$ cat src/rtl/wb_pkg.sv
// Shared types for the writeback arbiter: widths, the FIFO entry bundle
// and the arbiter FSM states.
package wb_pkg;

    localparam int DATA_W = 16;
    localparam int REG_AW = 4;

    typedef struct packed {
        logic [REG_AW-1:0] rd;
        logic [DATA_W-1:0] data;
    } wb_entry_t;

    typedef enum logic {
        NORMAL = 1'b0,
        DRAIN  = 1'b1
    } wb_state_t;

endpackage

$ cat src/rtl/wb_fifo.sv
// Synchronous FIFO of writeback entries; no fall-through, push refused when full.
// With WB_FWD_EN the storage and read pointer are exported for forwarding.
module wb_fifo
    import wb_pkg::*;
#(
    parameter int DEPTH = 4
) (
    input  logic                     clk,
    input  logic                     reset,
    input  logic                     push,
    input  wb_entry_t                push_data,
    input  logic                     pop,
    output wb_entry_t                head,
    output logic [$clog2(DEPTH):0]   count,
    output logic                     full,
    output logic                     empty
`ifdef WB_FWD_EN
    ,
    output wb_entry_t [DEPTH-1:0]    entries,
    output logic [$clog2(DEPTH)-1:0] rd_ptr
`endif
);

    localparam int AW = $clog2(DEPTH);

    wb_entry_t [DEPTH-1:0] mem;
    logic [AW-1:0]         wr_q;
    logic [AW-1:0]         rd_q;
    logic [AW:0]           cnt_q;
    logic                  do_push;
    logic                  do_pop;

    assign full    = (cnt_q == (AW+1)'(DEPTH));
    assign empty   = (cnt_q == '0);
    assign do_push = push && !full;
    assign do_pop  = pop && !empty;
    assign head    = mem[rd_q];
    assign count   = cnt_q;

`ifdef WB_FWD_EN
    assign entries = mem;
    assign rd_ptr  = rd_q;
`endif

    always_ff @(posedge clk) begin
        if (reset) begin
            wr_q  <= '0;
            rd_q  <= '0;
            cnt_q <= '0;
        end else begin
            if (do_push) wr_q <= wr_q + AW'(1);
            if (do_pop)  rd_q <= rd_q + AW'(1);
            if (do_push && !do_pop)      cnt_q <= cnt_q + (AW+1)'(1);
            else if (do_pop && !do_push) cnt_q <= cnt_q - (AW+1)'(1);
        end
    end

    // Storage needs no reset: occupancy gates every read that matters.
    always_ff @(posedge clk) begin
        if (do_push) mem[wr_q] <= push_data;
    end

endmodule

$ cat src/rtl/wb_arbiter.sv
// Writeback arbiter: ALU vs buffered load/multiply results into one write port.
// Optional operand forwarding from pending writes when WB_FWD_EN is defined.
module wb_arbiter
    import wb_pkg::*;
#(
    parameter int DEPTH        = 4,
    parameter int STARVE_LIMIT = 3
) (
    input  logic                   clk,
    input  logic                   reset,
    input  logic                   alu_valid,
    output logic                   alu_ready,
    input  logic [REG_AW-1:0]      alu_rd,
    input  logic [DATA_W-1:0]      alu_data,
    input  logic                   lsu_valid,
    output logic                   lsu_ready,
    input  logic [REG_AW-1:0]      lsu_rd,
    input  logic [DATA_W-1:0]      lsu_data,
    output logic                   regWrite,
    output logic [REG_AW-1:0]      wb_rd,
    output logic [DATA_W-1:0]      WriteData,
    output logic [$clog2(DEPTH):0] fifo_count
`ifdef WB_FWD_EN
    ,
    input  logic [REG_AW-1:0]      fwd_rs,
    input  logic [REG_AW-1:0]      fwd_rt,
    output logic                   fwd_rs_hit,
    output logic [DATA_W-1:0]      fwd_rs_data,
    output logic                   fwd_rt_hit,
    output logic [DATA_W-1:0]      fwd_rt_data
`endif
);

    localparam int AW = $clog2(DEPTH);
    localparam int SW = $clog2(STARVE_LIMIT + 1);

    wb_state_t     state_q, state_d;
    logic [SW-1:0] starve_q, starve_d;
    logic [SW-1:0] starve_inc;
    logic          alu_acc;
    logic          fifo_push;
    logic          fifo_pop;
    logic          fifo_full;
    logic          fifo_empty;
    wb_entry_t     fifo_head;
    wb_entry_t     sel;
    logic          sel_valid;

`ifdef WB_FWD_EN
    wb_entry_t [DEPTH-1:0] fifo_entries;
    logic [AW-1:0]         fifo_rdptr;
`endif

    assign alu_ready  = (state_q == NORMAL);
    assign lsu_ready  = !fifo_full;
    assign alu_acc    = alu_valid && alu_ready;
    assign fifo_push  = lsu_valid && lsu_ready;
    assign starve_inc = starve_q + SW'(1);

    wb_fifo #(
        .DEPTH(DEPTH)
    ) u_fifo (
        .clk      (clk),
        .reset    (reset),
        .push     (fifo_push),
        .push_data('{rd: lsu_rd, data: lsu_data}),
        .pop      (fifo_pop),
        .head     (fifo_head),
        .count    (fifo_count),
        .full     (fifo_full),
        .empty    (fifo_empty)
`ifdef WB_FWD_EN
        ,
        .entries  (fifo_entries),
        .rd_ptr   (fifo_rdptr)
`endif
    );

    always_ff @(posedge clk) begin
        if (reset) begin
            state_q  <= NORMAL;
            starve_q <= '0;
        end else begin
            state_q  <= state_d;
            starve_q <= starve_d;
        end
    end

    always_comb begin
        state_d   = state_q;
        starve_d  = '0;
        fifo_pop  = 1'b0;
        sel_valid = 1'b0;
        sel       = fifo_head;
        unique case (state_q)
            NORMAL: begin
                if (alu_acc) begin
                    sel_valid = 1'b1;
                    sel       = '{rd: alu_rd, data: alu_data};
                    // Only ALU wins over a waiting FIFO count as starvation.
                    if (!fifo_empty) begin
                        starve_d = starve_inc;
                        if (starve_inc == SW'(STARVE_LIMIT)) state_d = DRAIN;
                    end
                end else if (!fifo_empty) begin
                    fifo_pop  = 1'b1;
                    sel_valid = 1'b1;
                end
            end
            DRAIN: begin
                fifo_pop  = !fifo_empty;
                sel_valid = !fifo_empty;
                state_d   = NORMAL;
            end
            default: state_d = NORMAL;
        endcase
    end

    // r0 results are consumed but never enable the register-file write.
    always_ff @(posedge clk) begin
        if (reset) begin
            regWrite  <= 1'b0;
            wb_rd     <= '0;
            WriteData <= '0;
        end else begin
            regWrite <= sel_valid && (sel.rd != '0);
            if (sel_valid) begin
                wb_rd     <= sel.rd;
                WriteData <= sel.data;
            end
        end
    end

`ifdef WB_FWD_EN
    function automatic logic [DATA_W:0] fwd_lookup(input logic [REG_AW-1:0] r);
        logic [DATA_W:0] res;
        logic [AW-1:0]   idx;
        res = '0;
        // Walk head to tail so the youngest matching entry is kept.
        for (int i = 0; i < DEPTH; i++) begin
            idx = fifo_rdptr + AW'(i);
            if ((AW+1)'(i) < fifo_count && fifo_entries[idx].rd == r)
                res = {1'b1, fifo_entries[idx].data};
        end
        if (regWrite && wb_rd == r) res = {1'b1, WriteData};
        if (r == '0) res = '0;
        return res;
    endfunction

    assign {fwd_rs_hit, fwd_rs_data} = fwd_lookup(fwd_rs);
    assign {fwd_rt_hit, fwd_rt_data} = fwd_lookup(fwd_rt);
`endif

endmodule

$ cat config.mk
export PLATFORM = sky130hd
export DESIGN_NAME = wb_arbiter
export DESIGN_NICKNAME = d
export VERILOG_FILES = /design/src/rtl/wb_pkg.sv /design/src/rtl/wb_fifo.sv /design/src/rtl/wb_arbiter.sv
export SDC_FILE = /design/constraint.sdc
export NUM_CORES = 1
export LEC_CHECK = 0
export ABC_AREA = 1
export CAP_MARGIN = 25
export CORE_UTILIZATION = 53
export CTS_CLUSTER_DIAMETER = 120
export DETAILED_ROUTE_END_ITERATION = 7
export HOLD_SLACK_MARGIN = 0.08
export PLACE_DENSITY = 0.86
export SLEW_MARGIN = 40
export SYNTH_ARGS = -nofsm -noshare
export SYNTH_HDL_FRONTEND = slang
export SYNTH_SLANG_ARGS = --single-unit
$ cat constraint.sdc
create_clock -name clk -period 2.8 [get_ports clk]
set_input_delay 0.42 -clock clk [delete_from_list [all_inputs] [get_ports clk]]
set_output_delay 0.42 -clock clk [all_outputs]
set_load 0.05 [all_outputs]
# Yosys cells after proc, flatten, opt, wreduce, memory -nomap -nowiden
# Index checks and enable logic that the tools add are counted.
dict set report word_totals {
  ff_bits 111
  input_bits 44
  out_inout_bits 26
  wordCells 62
}
dict set report classes {
  add_sub_neg 5
  n_lt_le_gt_ge 3
  eq_ne 2
  n_mux 18
  bitwise 2
  reduce_logical 16
}
# op n
set op_table {}
lappend op_table {{bitwise mux 80 bit} 1}
lappend op_table {{two-way mux 20 bit} 4}
lappend op_table {{binary-select mux 20 bit (select 2 bit)} 1}
lappend op_table {{demux 20 bit (select 2 bit)} 1}
lappend op_table {{logical AND 1 bit} 8}
lappend op_table {{adder 2 x 1 -> 2 bit, second input constant} 3}
lappend op_table {{less-than comparator 2 x 3 -> 1 bit, second input constant} 2}
lappend op_table {{two-way mux 1 bit} 6}
lappend op_table {{two-way mux 3 bit} 2}
lappend op_table {{one-hot mux 1 bit (2 select lines)} 3}
lappend op_table {{logical NOT 1 bit} 4}
lappend op_table {{nonzero test 4 bit} 1}
lappend op_table {{OR reduction 4 bit} 1}
lappend op_table {{adder 3 x 1 -> 3 bit, second input constant} 1}
lappend op_table {{equality test 3 bit, second input constant} 1}
lappend op_table {{logical NOT 3 bit} 1}
lappend op_table {{subtractor 3 x 1 -> 3 bit, second input constant} 1}
lappend op_table {{equality test 2 bit, second input constant} 1}
lappend op_table {{>= comparator 2 x 1 -> 1 bit, second input constant} 1}
lappend op_table {{NOT 1 bit} 2}
lappend op_table {{nonzero test 2 bit} 1}

# Depth between registers and ports, before layout
dict set report depth {
  word_depth 8
  mapped_depth 12
  mapped_depth_nobuf 12
}

# Cells and area by module
# Synthesis repeated with hierarchy kept, for this count alone.
dict set report unflattened {
  cells_unflattened 439
  hier_area_um2 4728.3
}
# mod n_inst cells_each area_per_inst_um2
set modules_own_cells {}
lappend modules_own_cells {wb_fifo 1 260 3470.8}
lappend modules_own_cells {wb_arbiter 1 179 1257.5}

# Worst setup path before layout
# OpenSTA, ideal clock, no wires.
dict set report synth_path {
  path_kind {flip-flop to flip-flop}
  startpoint {register u_fifo.cnt_q[0], in the netlist u_fifo.count[0]}
  endpoint {register u_fifo.mem[0] (netlist name), enable pin}
  arrival_time_ns 2.387
  required_ns 2.403
  setup_slack_ns 0.016
  path_stages_with_launch 5
  path_buffers 0
  period_less_slack_ns 2.784
  cell_sequence {dfxtp_1 nor2_4 nand2_1 nand2_1 nor2_1}
}
dict set report synth_via {
  elab_chain_cells 4
}
# item line_no
set synth_rtl {}
lappend synth_rtl {{start, declared} wb_fifo.sv:29} ;# logic [AW:0] cnt_q;
lappend synth_rtl {{start signal, assigned} wb_fifo.sv:53} ;# if (do_push && !do_pop) cnt_q <= cnt_q + (AW+1)'(1);
lappend synth_rtl {{start signal, assigned} wb_fifo.sv:54} ;# else if (do_pop && !do_push) cnt_q <= cnt_q - (AW+1)'(1);
lappend synth_rtl {{equality test 3 bit *} wb_fifo.sv:33} ;# assign full = (cnt_q == (AW+1)'(DEPTH));
lappend synth_rtl {{logical NOT 1 bit *} wb_arbiter.sv:55} ;# assign lsu_ready = !fifo_full;
lappend synth_rtl {{net lsu_ready} wb_arbiter.sv:16} ;# output logic lsu_ready,
lappend synth_rtl {{logical AND 1 bit} wb_arbiter.sv:57} ;# assign fifo_push = lsu_valid && lsu_ready;
lappend synth_rtl {{logical AND 1 bit *} wb_fifo.sv:35} ;# assign do_push = push && !full;
lappend synth_rtl {{end signal, assigned by index} wb_fifo.sv:60} ;# if (do_push) mem[wr_q] <= push_data;
lappend synth_rtl {{end, declared} wb_fifo.sv:26} ;# wb_entry_t [DEPTH-1:0] mem;
# Mark *: on every way through the listed nets, which the timed path passes. The rest lies on a longest branch.
# A chain may end at the register's enable or synchronous reset.

# Worst setup path after layout
dict set report layout_path {
  startpoint {register u_fifo.cnt_q[0], in the netlist u_fifo.count[0]}
  endpoint {output port lsu_ready}
}
dict set report layout_via {
  elab_chain_cells 2
}
# item line_no
set layout_rtl {}
lappend layout_rtl {{equality test 3 bit} wb_fifo.sv:33}
lappend layout_rtl {{logical NOT 1 bit} wb_arbiter.sv:55}
lappend layout_rtl {{end, declared} wb_arbiter.sv:16}
# Every way passes these cells.

==> impl_metrics.py <==
metrics = {
    "clock_network": {
        "clk_latency_ns": 0.36,
        "postCtsSetupBuffers": 0,
        "clockBufferDepth": 2,
        "path_clk_slew_ns": 0.10,
        "cts_tree": "done",
        "ctsHoldBuffers": 0,
        "cts-root-buf": "clkbuf_8",
        "clock_sinks": 111,
        "cts_buffers": 9,
        "h-tree-depth": 3,
        "cts_resized": 0,
    },
    "placement": {
        "routabilityCongestion": 0.752,
        "dp.cells": 577,
        "dpl-instance-area_sq_um": 5330,
        "port_buffers": 69,
        "hpwl_um": 5910,
    },
    "synthesis": {
        "synth_top_area_frac": 0.528,
        "syn_nets": 466,
        "ys_seq_elements": 111,
        "synth_seq_area_share": 0.665,
        "yosys_warnings": 0,
        "synthTopCellsByArea": "edfxtp_1 (53%), dfxtp_1 (14%), nor2_1 (5.2%)",
        "syn_area_sq_um": 4550,
        "synth_top_area_cell": "edfxtp_1",
        "avgSynthCellArea_sq_um": 11.0,
        "syn_inst": 415,
        "synth_cell_types": 26,
    },
    "global_route": {
        "grt_pass1_wl_um": 14200,
        "grt_pass1_vias": 2964,
        "grt_util_all_layers": 0.217,
        "grt-ovfl-total": 0,
        "antenna_found_initial": 0,
        "grt_max_degree": 42,
    },
    "sta": {
        "fin_skew_ns": 0.0158,
        "setup_tns_ns": 0,
        "slew_violations": 0,
        "hold_ws_ns": 0.434,
        "fmax_mhz": 447,
        "min_period_ns": 2.24,
        "rsz0062_at_grt": "false",
        "fin_crit_sh": 0.799,
        "max_slew_margin": 0.496,
        "finalSetupViolCount": 0,
        "worst_pin_slew_ns": 0.755,
        "finalHoldViolations": 0,
    },
    "power": {
        "comb_power_share": 0.351,
        "seqPwrFrac": 0.459,
        "swShare": 0.371,
        "power_leakage_nw": 2.05,
        "switchingPower_mw": 1.73,
        "pwr_density_cell_nw_per_um2": 845,
        "internal-power_mw": 2.93,
        "finalPower_mw": 4.66,
        "ir_drop_v": 0.000393,
        "p_clk_frac": 0.190,
    },
    "die": {
        "num_io_pins": 70,
        "coreArea_sq_um": 8260,
        "rows": 33,
        "initial_core_util": 0.551,
        "fp.dieW_um": 94.6,
        "die_y_um": 94.6,
        "die_area_sq_um": 8950,
    },
    "setup_path": {
        "timing.rr.end": "u_fifo.count[2]",
        "rrSetupSlack_ns": 0.71,
        "crit_family": "buffers and inverters",
        "path_cells": "nor2_4, nand2_1, clkdlybuf4s50_1",
        "reg2regPathDepth": 11,
        "rr_startpoint": "u_fifo.count[0]",
        "required_ns": 2.38,
        "crit_path_start_kind": "flip-flop",
        "crit_type": "reg -> out",
        "setup.worst_path.end_class": "output pin",
        "crit_buf_inv": 1,
        "arrival_ns": 1.82,
        "crit_fanout": 5,
        "cpMaxStageDelayCell": "clkdlybuf4s50_1",
        "cp_slowest_stage_delay_ns": 0.80,
    },
    "min_path": {
        "min_path_cells": 1,
        "hold_start": "starve_q[0]",
        "hold_path_class": "reg -> reg",
        "hold_end": "starve_q[0]",
    },
    "routing": {
        "postRouteWirelength_um": 9130,
        "drc": 0,
        "antenna_left": 0,
        "drt-initial-drc-count": 167,
        "vias": 3196,
        "wire_per_inst_um": 15.4,
        "avgViaCountPerCell": 5.39,
        "drt-pass1-iter-count": 7,
    },
    "final_layout": {
        "fin_area_sq_um": 5520,
        "final_nets": 534,
        "n_antenna_cell": 0,
        "area_growth_pct": 21.3,
        "multi_input_area_sq_um": 1290,
        "instances_no_fill": 593,
        "drive_above_1_share": 0.0840,
        "nFillCells": 582,
        "seqCellArea_sq_um": 3020,
    },
    "run": {
        "cap_violations": 0,
    },
    "status": {
        "status": "complete, no violations",
    },
}
[placed cells by master (no fill, tap or decap), drive strengths merged, types with 12 or more instances in the layout]
cell type       n
clkbuf         12
inv            35
edfxtp         80
o211ai         14
o21ai          59
or2            20
nor2           65
dfxtp          31
nand3          32
nand2          42
clkdlybuf4s50  69
[registers in the layout, summed over array words and instances, names as in the netlist]
signal and flops:
u_fifo.wr_q 2, wb_rd 4, WriteData 16, state_q 1, regWrite 1, starve_q 2
u_fifo.mem 80, u_fifo.rd_q 2, u_fifo.count 3
[how the worst max path moves through the flow]
| stage | to | depth (start not counted) | slack (ns) | start |
|---|---|---|---|---|
| after floorplan | u_fifo.mem[0] | 4 | 0.02 | u_fifo.count[0] |
| after global placement | u_fifo.count[2] | 12 | 0.34 | alu_valid |
| after detailed placement | u_fifo.count[2] | 12 | 0.30 | alu_valid |
| after CTS | lsu_ready | 3 | 0.56 | u_fifo.count[0] |
| after global routing | u_fifo.count[2] | 12 | 0.49 | alu_valid |
| final | lsu_ready | 3 | 0.56 | u_fifo.count[0] |
[cells by family after synthesis]
kind of cell | count (synthesis) | synth area share
AOI/OAI and AO/OA | 83 | 0.0993
adders and majority gates | 7 | 0.0209
buffers and inverters | 55 | 0.0517
and+or+nand+nor | 159 | 0.163
DFF | 111 | 0.665
[routing by layer]
metal | track usage | vias to the layer above | share of wire
li1 | - | 1554 | -
met1 | 0.267 | 1492 | 0.41
met2 | 0.368 | 128 | 0.50
met3 | 0.0378 | 22 | 0.060
met4 | 0.110 | 0 | 0.023
met5 | 0 | - | 0
[power by group through the flow]
stage                     registers, mW  logic (mW)  clock network (mW)
final                              2.14        1.64               0.888
after global routing               2.16        1.77               0.957
after CTS                          2.14        1.64               0.899
after detailed placement           2.17        1.63                   0
after global placement             2.16        1.58                   0
after floorplan                    2.54       0.740                   0
[area by class of cell]
cell class	count	area share
flip-flops and latches	111	0.548
multi-input cells	249	0.234
well taps	105	0.0238
clock buffers	12	0.0284
clock inverters	4	0.00544
inverters	35	0.0247
repair buffers	77	0.136
[per-stage QoR]
step / setup slack (ns) / util
3_3_place_gp: 0.336 / 0.645
5_1_grt: 0.490 / 0.668
6_report: 0.564 / 0.668
2_1_floorplan: 0.0164 / -
4_1_cts: 0.557 / 0.668
3_5_place_dp: 0.298 / 0.645
[synthesized netlist by cell type, drive strengths merged]
cell,instances
o211ai,14
ha,6
nand3,32
a21oi,9
o21ai,59
dfxtp,31
or2,20
nand2,42
clkbuf,10
a31oi,1
fa,1
edfxtp,80
buf,10
inv,35
nor2,65
[worst register-to-register path, cell delays in order, from the launching register on]
cell	delay, ns
dfxtp_1	0.49
nor2_4	0.08
nand2_1	0.08
nand2_1	0.19
inv_1	0.11
ha_1	0.13
inv_1	0.06
fa_1	0.38
a21oi_1	0.14
o21ai_0	0.11
o21ai_0	0.16
a21oi_1	0.05
Power figures use the tool's default switching activity.
